===== config.mk =====
export PLATFORM = sky130hd
export DESIGN_NAME = spi_master_ram_host
export DESIGN_NICKNAME = d
export VERILOG_FILES = /design/src/rtl/spi_master_ram_host.sv
export SDC_FILE = /design/constraint.sdc
export NUM_CORES = 1
export LEC_CHECK = 0
export ABC_AREA = 0
export CAP_MARGIN = 20
export CORE_ASPECT_RATIO = 0.6
export CORE_UTILIZATION = 30
export DETAILED_ROUTE_END_ITERATION = 8
export GPL_TIMING_DRIVEN = 0
export MAX_ROUTING_LAYER = met4
export PLACE_DENSITY = 0.62
export REMOVE_ABC_BUFFERS = 1
export SYNTH_ARGS = -nofsm -noshare
export SYNTH_HDL_FRONTEND = slang
export SYNTH_SLANG_ARGS = --single-unit

===== constraint.sdc =====
create_clock -name clk -period 2.25 [get_ports clk]
set_clock_uncertainty 0.2 [all_clocks]
set_input_delay 0.45 -clock clk [delete_from_list [all_inputs] [get_ports clk]]
set_output_delay 0.45 -clock clk [all_outputs]
set_load 0.1 [all_outputs]

===== src/rtl/spi_master_ram_host.sv =====
// spi_master_ram_host: host-side SPI initiator issuing one {cmd,payload} frame per request,
// capturing the reply byte on MISO for RD_DATA.
module spi_master_ram_host #(
  parameter int MEM_WIDTH = 8,
  parameter int RD_GAP    = 2,
  parameter int IDLE_GAP  = 1
) (
  input  logic                 clk,
  input  logic                 rst_n,
  input  logic                 req_valid,
  output logic                 req_ready,
  input  logic [1:0]           req_cmd,
  input  logic [MEM_WIDTH-1:0] req_data,
  output logic                 rsp_valid,
  output logic [MEM_WIDTH-1:0] rsp_data,
  output logic                 busy,
  output logic                 SS_n,
  output logic                 MOSI,
  input  logic                 MISO
);
  localparam int FW = MEM_WIDTH + 2;
  localparam int CW = (FW > 16) ? $clog2(FW) : 4;
  typedef enum logic [2:0] {IDLE, SEL, CMD, SHIFT, WAIT, CAPT, GAP} state_t;
  state_t               state, nxt;
  logic [CW-1:0]        cnt, cnt_nxt;
  logic [FW-1:0]        frame;
  logic [MEM_WIDTH-1:0] sh;
  logic                 take, sel_nxt, mosi_nxt, is_rd, last_capt;
  assign take      = req_valid && req_ready;
  assign is_rd     = &frame[FW-1 -: 2];
  assign last_capt = (state == CAPT) && (cnt == '0);
  assign sel_nxt   = (nxt != IDLE) && (nxt != GAP);
  assign mosi_nxt  = (nxt == CMD) ? frame[FW-1] : (nxt == SHIFT) ? frame[cnt_nxt] : 1'b0;
  always_comb begin
    nxt     = state;
    cnt_nxt = cnt - 1'b1;
    case (state)
      IDLE:    nxt = take ? SEL : IDLE;
      SEL:     nxt = CMD;
      CMD: begin
        nxt     = SHIFT;
        cnt_nxt = CW'(FW - 1);
      end
      SHIFT:
        if (cnt == '0) begin
          nxt     = is_rd ? WAIT : GAP;
          cnt_nxt = is_rd ? CW'(RD_GAP - 1) : CW'(IDLE_GAP - 1);
        end
      WAIT:
        if (cnt == '0) begin
          nxt     = CAPT;
          cnt_nxt = CW'(MEM_WIDTH - 1);
        end
      CAPT:
        if (cnt == '0) begin
          nxt     = GAP;
          cnt_nxt = CW'(IDLE_GAP - 1);
        end
      GAP:     nxt = (cnt == '0) ? IDLE : GAP;
      default: nxt = IDLE;
    endcase
  end
  // outputs are registered from the next state so they line up with the state register
  always_ff @(posedge clk or negedge rst_n) begin
    if (!rst_n) begin
      state     <= IDLE;
      cnt       <= '0;
      frame     <= '0;
      sh        <= '0;
      SS_n      <= 1'b1;
      MOSI      <= 1'b0;
      req_ready <= 1'b0;
      busy      <= 1'b0;
      rsp_valid <= 1'b0;
      rsp_data  <= '0;
    end else begin
      state     <= nxt;
      cnt       <= cnt_nxt;
      SS_n      <= !sel_nxt;
      busy      <= sel_nxt;
      MOSI      <= mosi_nxt;
      req_ready <= (nxt == IDLE);
      rsp_valid <= last_capt;
      if (take) frame <= {req_cmd, req_data};
      if (state == CAPT) sh <= {sh[MEM_WIDTH-2:0], MISO};
      if (last_capt) rsp_data <= {sh[MEM_WIDTH-2:0], MISO};
    end
  end
endmodule

==> results of run 1 <==
-- layout by cell type, fill, tap and decap left out, types with 6 or more instances in the layout --
| master | synthesis | layout |
|---|---|---|
| dfrtp_1 | 36 | 33 |
| mux2_2 | 25 | 25 |
| clkdlybuf4s50_1 | 0 | 12 |
| dlygate4sd2_1 | 0 | 12 |
| nand2_1 | 11 | 10 |
| buf_4 | 0 | 10 |
| inv_1 | 8 | 6 |
-- critical path: stages (launching register included) --
cell and delay, ps:
dfrtp_1 410, inv_2 80, ha_4 150, nor3b_4 190, buf_6 150, o22ai_2 80, nor2_4 160, mux2i_2 280
a2111oi_4 100, o31a_1 320
-- what timing repair did --
action	4_1_cts	5_1_grt
gates resized for setup	21	13
pin swaps	1	9
setup endpoints to repair	24	2
setup buffers	1	11
-- kinds of logic after synthesis --
| logic type | synth area share (%) |
|---|---|
| and+or+nand+nor | 15.4 |
| DFF | 51.1 |
| muxes | 16.6 |
| AOI/OAI and AO/OA | 10.2 |
| buffers and inverters | 4.00 |
| xor gates and xnor gates | 1.93 |
| adders and majority gates | 0.690 |
-- metal layers --
metal | part of all wire (%) | wire length [um] | up-vias
met1 | 51 | 1850 | 613
li1 | - | - | 615
met3 | 7.7 | 278 | 5
met4 | 0.99 | 36 | 0
met5 | 0 | 0 | -
met2 | 40 | 1470 | 43
-- metrics by stage --
step | cell area, um^2 | total power, mW | hold slack, ps
2_1_floorplan | 1770 | 2.37 | -45.6
3_3_place_gp | 2130 | 2.73 | 291
3_5_place_dp | 2130 | 2.73 | 295
4_1_cts | 2230 | 3.26 | 75.5
5_1_grt | 2390 | 3.82 | 112
6_report | 2390 | 3.58 | 52.4
-- power by group --
group          switching [mW]  leakage [nW]  internal (mW)
clock network           0.244        0.0439          0.214
registers               0.242         0.465          0.895
logic                    1.12         0.606          0.865
total                    1.61          1.12           1.97
-- area by class of cell --
| cell class | count | share of cell area, % |
|---|---|---|
| Inverter | 8 | 1.26 |
| Multi-Input combinational cell | 98 | 37.3 |
| Clock buffer | 5 | 2.88 |
| Timing Repair Buffer | 38 | 14.6 |
| Tap cell | 80 | 4.20 |
| Clock inverter | 3 | 0.734 |
| Sequential cell | 37 | 39.0 |
-- worst min-delay path by stage --
stage                        to  slack, ps
floorplan                  MOSI        -50
global placement    rsp_data[3]        290
detailed placement        sh[6]        290
CTS                 rsp_data[7]         80
global route        rsp_data[6]        110
finish              rsp_data[6]         50
-- registers in the layout, summed over array words and instances, names as in the netlist --
signal	flops
MOSI	1
SS_n	1
req_ready	1
sh	7
rsp_data	8
frame	10
state	3
busy	1
cnt	4
rsp_valid	1
==> qor.yml, run 1 <==
setup_path:
  crit_path_end: "MOSI"
  end_kind: "flop"
  startpoint: "cnt[0]"
  critical_path_class: "flop to flop"
  rrSetupSlack_ps: 20
  start_kind: "flop"
  r2r-end: "MOSI"
  reg2reg_depth: 9
  required_ps: 2230
  cp.arrival_ps: 2210
  crit_fanout: 7
  r2r-start: "cnt[0]"
clocking:
  clk_pin_slew_worst_paths_ps: 80
  cts_buffer_depth: 2
  cts_sinks: 37
  clkLatencyLatePin_ps: 290
  cts_tree: "built"
  holdBufCountCts: 0
  cts_root_buffer: "clkbuf_8"
  htree_num_levels: 2
  numCtsBuffers: 5
timing:
  finalCriticalPeriod_ps: 2230
  slew_violations: 0
  worstMarginPinSlew_ps: 962
  period_share_pct: 99.3
  slew-limit-headroom_pct: 36.1
  hold_viol_final: 0
  rsz0062_at_grt: "yes"
  clock.fmax_ghz: 0.448
  worst_slack_ps: 16.1
  setup_tns_ps: 0
  setup_violations: 0
synth:
  synth_seq_cells: 37
  synth_edf_count: 0
  synth_area_mm2: 0.00181
  ys.flop_type: "dfrtp_1"
  synth_area_leaders: "dfrtp_1 (50%), mux2_2 (16%), nand2_1 (2.3%)"
  synthTopCellsByCount: "dfrtp_1 (36), mux2_2 (25), nand2_1 (11), inv_1 (8), nor2_1 (6)"
  synthCells: 151
  yosysWarnings: 0
  synth_top_area_share_pct: 49.7
  ys_seq_area_share_pct: 51.1
  synth_area_per_cell_um2: 12.0
  synth_cell_type_count: 46
  async_flop_share_pct: 100
  synth.most_common_cell: "dfrtp_1"
  yosys.area.top_type: "dfrtp_1"
die:
  start_util_pct: 31.8
  rows: 21
  die_area_mm2: 0.00637
  ios: 27
  die_w_um: 102
  die_y_um: 62.2
  core_area_mm2: 0.00570
global_routing:
  grt_max_degree: 38
  gr-usage-all-layers_pct: 12.1
  grt_pass1_vias: 1147
  busiest_layer: "met1"
  grt_pass1_wl_um: 5710
  antenna_found_initial: 0
  gr-usage-met3_pct: 4.05
  grtUsageMet1_pct: 19.3
  overflow: 0
  grt_use_met2_pct: 14.1
placed_design:
  io_buffers: 26
  dp_hpwl_um: 2320
  dp_cells: 249
  place.gp.congestion: 0.807
  place_ws_ps: -346
finish:
  regArea_um2: 931
  nets: 203
  multiInputGateArea_um2: 891
  fin_cells: 269
  drive_above_1_share_pct: 38.1
  final_util_pct: 41.8
  diodes: 0
  syn2layout_area_growth_pct: 31.5
  num-fill-cells: 559
power_and_ir_drop:
  ir_worst_vdd_v: 0.000658
  power.leakage_nw: 1.12
  power.density_mw_per_mm2: 1500
routing:
  routed_via_density: 4.74
  drtAntennaViolNets: 0
  wl_um: 3630
  drc: 0
  drt_iter0_drc: 76
  wl_per_cell_um: 13.5
  dr.pass1.iters: 4
  vias: 1276
status:
  status: "completed"
hold_path:
  hp-class: "primary input to asynchronous set/reset pin"
flow_run:
  drv_cap: 0
(Power assumes the default switching activity.)
==> run 2, diff against run 1 <==
Settings changed: CORE_UTILIZATION 30 to 45, CTS_BUF_LIST set to sky130_fd_sc_hd__clkbuf_4 sky130_fd_sc_hd__clkbuf_8, PLACE_DENSITY 0.62 to 0.82.
==> qor.yml, run 2 (same netlist as run 1, synthesis figures left out) <==
setup_path:
  critical_path_class: "flop to flop"
  required_ps: 2280
  start_kind: "flop"
  cp.arrival_ps: 2360
  end_kind: "flop"
  crit_fanout: 7
timing:
  period_share_pct: 104
  hold_viol_final: 0
  clock.fmax_ghz: 0.429
  hold-worst-slack_ps: 57.7
  finalCriticalPeriod_ps: 2330
  worst_slack_ps: -80.1
  worstMarginPinSlew_ps: 964
  setup_tns_ps: -80.1
  setup_violations: 1
  slew-limit-headroom_pct: 36.0
  slew_violations: 0
  rsz0062_at_grt: "yes"
clocking:
  clkLatencyLatePin_ps: 290
  cts_tree: "built"
  cts_buffer_depth: 2
  cts_sinks: 37
  clk_pin_slew_worst_paths_ps: 70
  numCtsBuffers: 5
  cts_root_buffer: "clkbuf_8"
  htree_num_levels: 2
  holdBufCountCts: 0
placed_design:
  io_buffers: 26
  dp_cells: 216
  dp_hpwl_um: 2460
  place.gp.congestion: 0.869
finish:
  drive_above_1_share_pct: 32.6
  fin_cells: 231
  regArea_um2: 930
  regMostFlops: "frame"
  nets: 198
  layout_commonest_cell: "dfrtp_1"
  largest_register_ffs: 10
  top_regs: "frame: 10 flops, rsp_data: 8 flops, sh: 7 flops"
  num-fill-cells: 309
  multiInputGateArea_um2: 831
  syn2layout_area_growth_pct: 25.0
  diodes: 0
  most-common-layout-cells: "dfrtp_1 (34), mux2_2 (25), clkdlybuf4s50_1 (12), dlygate4sd2_1 (12), nand2_1 (11)"
global_routing:
  grt_pass1_vias: 1221
  grt_max_degree: 38
  antenna_found_initial: 0
  grt_pass1_wl_um: 5750
  gr-usage-all-layers_pct: 18.6
  overflow: 0
power_and_ir_drop:
  ir_worst_vdd_v: 0.000970
  power.leakage_nw: 1.08
  power.density_mw_per_mm2: 1540
  total_power_mw: 3.49
routing:
  drtAntennaViolNets: 0
  vias: 1281
  drc: 7
  wl_um: 3490
  dr.pass1.iters: 7
  drt_iter0_drc: 114
  wl_per_cell_um: 15.1
  routed_via_density: 5.55
die:
  core_area_mm2: 0.00376
  ios: 27
  die_w_um: 84.0
  die_area_mm2: 0.00430
  die_y_um: 51.2
  start_util_pct: 48.2
  rows: 17
flow_run:
  drv_cap: 0
hold_path:
  hp-class: "primary input to asynchronous set/reset pin"
status:
  violations: "design-rule violations, negative setup slack"
  status: "complete, but fails checks"
## run 2: layer usage
layer | GRT usage, % | share of wire (%) | vias to the layer above
li1 | - | - | 607
met1 | 24.0 | 49 | 617
met2 | 27.7 | 44 | 50
met3 | 6.62 | 6.4 | 7
met4 | 5.75 | 1.2 | 0
met5 | - | 0 | -
## run 2: metrics by stage
step / utilization (%) / cell area (um^2) / setup WS, ps
2_1_floorplan: - / 1770 / -319
3_3_place_gp: 55.5 / 2090 / -316
3_5_place_dp: 55.4 / 2090 / -273
4_1_cts: 59.5 / 2240 / 10.2
5_1_grt: 60.2 / 2270 / -187
6_report: 60.2 / 2270 / -80.1
## run 2: what timing repair did
item	CTS	global route
pin swaps	4	4
setup endpoints to repair	24	3
setup buffers	4	3
gates resized for setup	22	3
## run 2: cell type report
class | count | area share [%]
timing repair buffer | 33 | 13.1
tap | 47 | 2.59
multi-input combinational | 98 | 36.6
clock inverter | 1 | 1.32
inverter | 8 | 1.32
clock buffer | 7 | 3.97
sequential | 37 | 41.0
## run 2: where the power goes
part	internal (mW)	switching, mW	total [mW]	leakage [nW]
logic	0.756	1.00	1.76	0.555
clock network	0.373	0.235	0.608	0.0619
registers	0.893	0.231	1.12	0.466
## run 2: path summary, 6_finish.rpt
path	slack [ps]	end	cells after the start	from
min	60	sh[1]	1	rst_n
min reg2reg	310	rsp_data[0]	1	rsp_data[0]
max reg2reg	-80	MOSI	8	cnt[0]
max	-80	MOSI	8	cnt[0]
max in group asynchronous	1240	state[2]	1	rst_n
min in group clk	310	rsp_data[0]	1	rsp_data[0]
## run 2: worst max-delay path, stage by stage, from the launching register on
cell and delay [ps]:
dfrtp_1 370, inv_2 50, ha_4 180, or3b_4 310, nand2_1 100, a221oi_1 470, o21ai_1 110, nor4_1 310
o31a_1 160
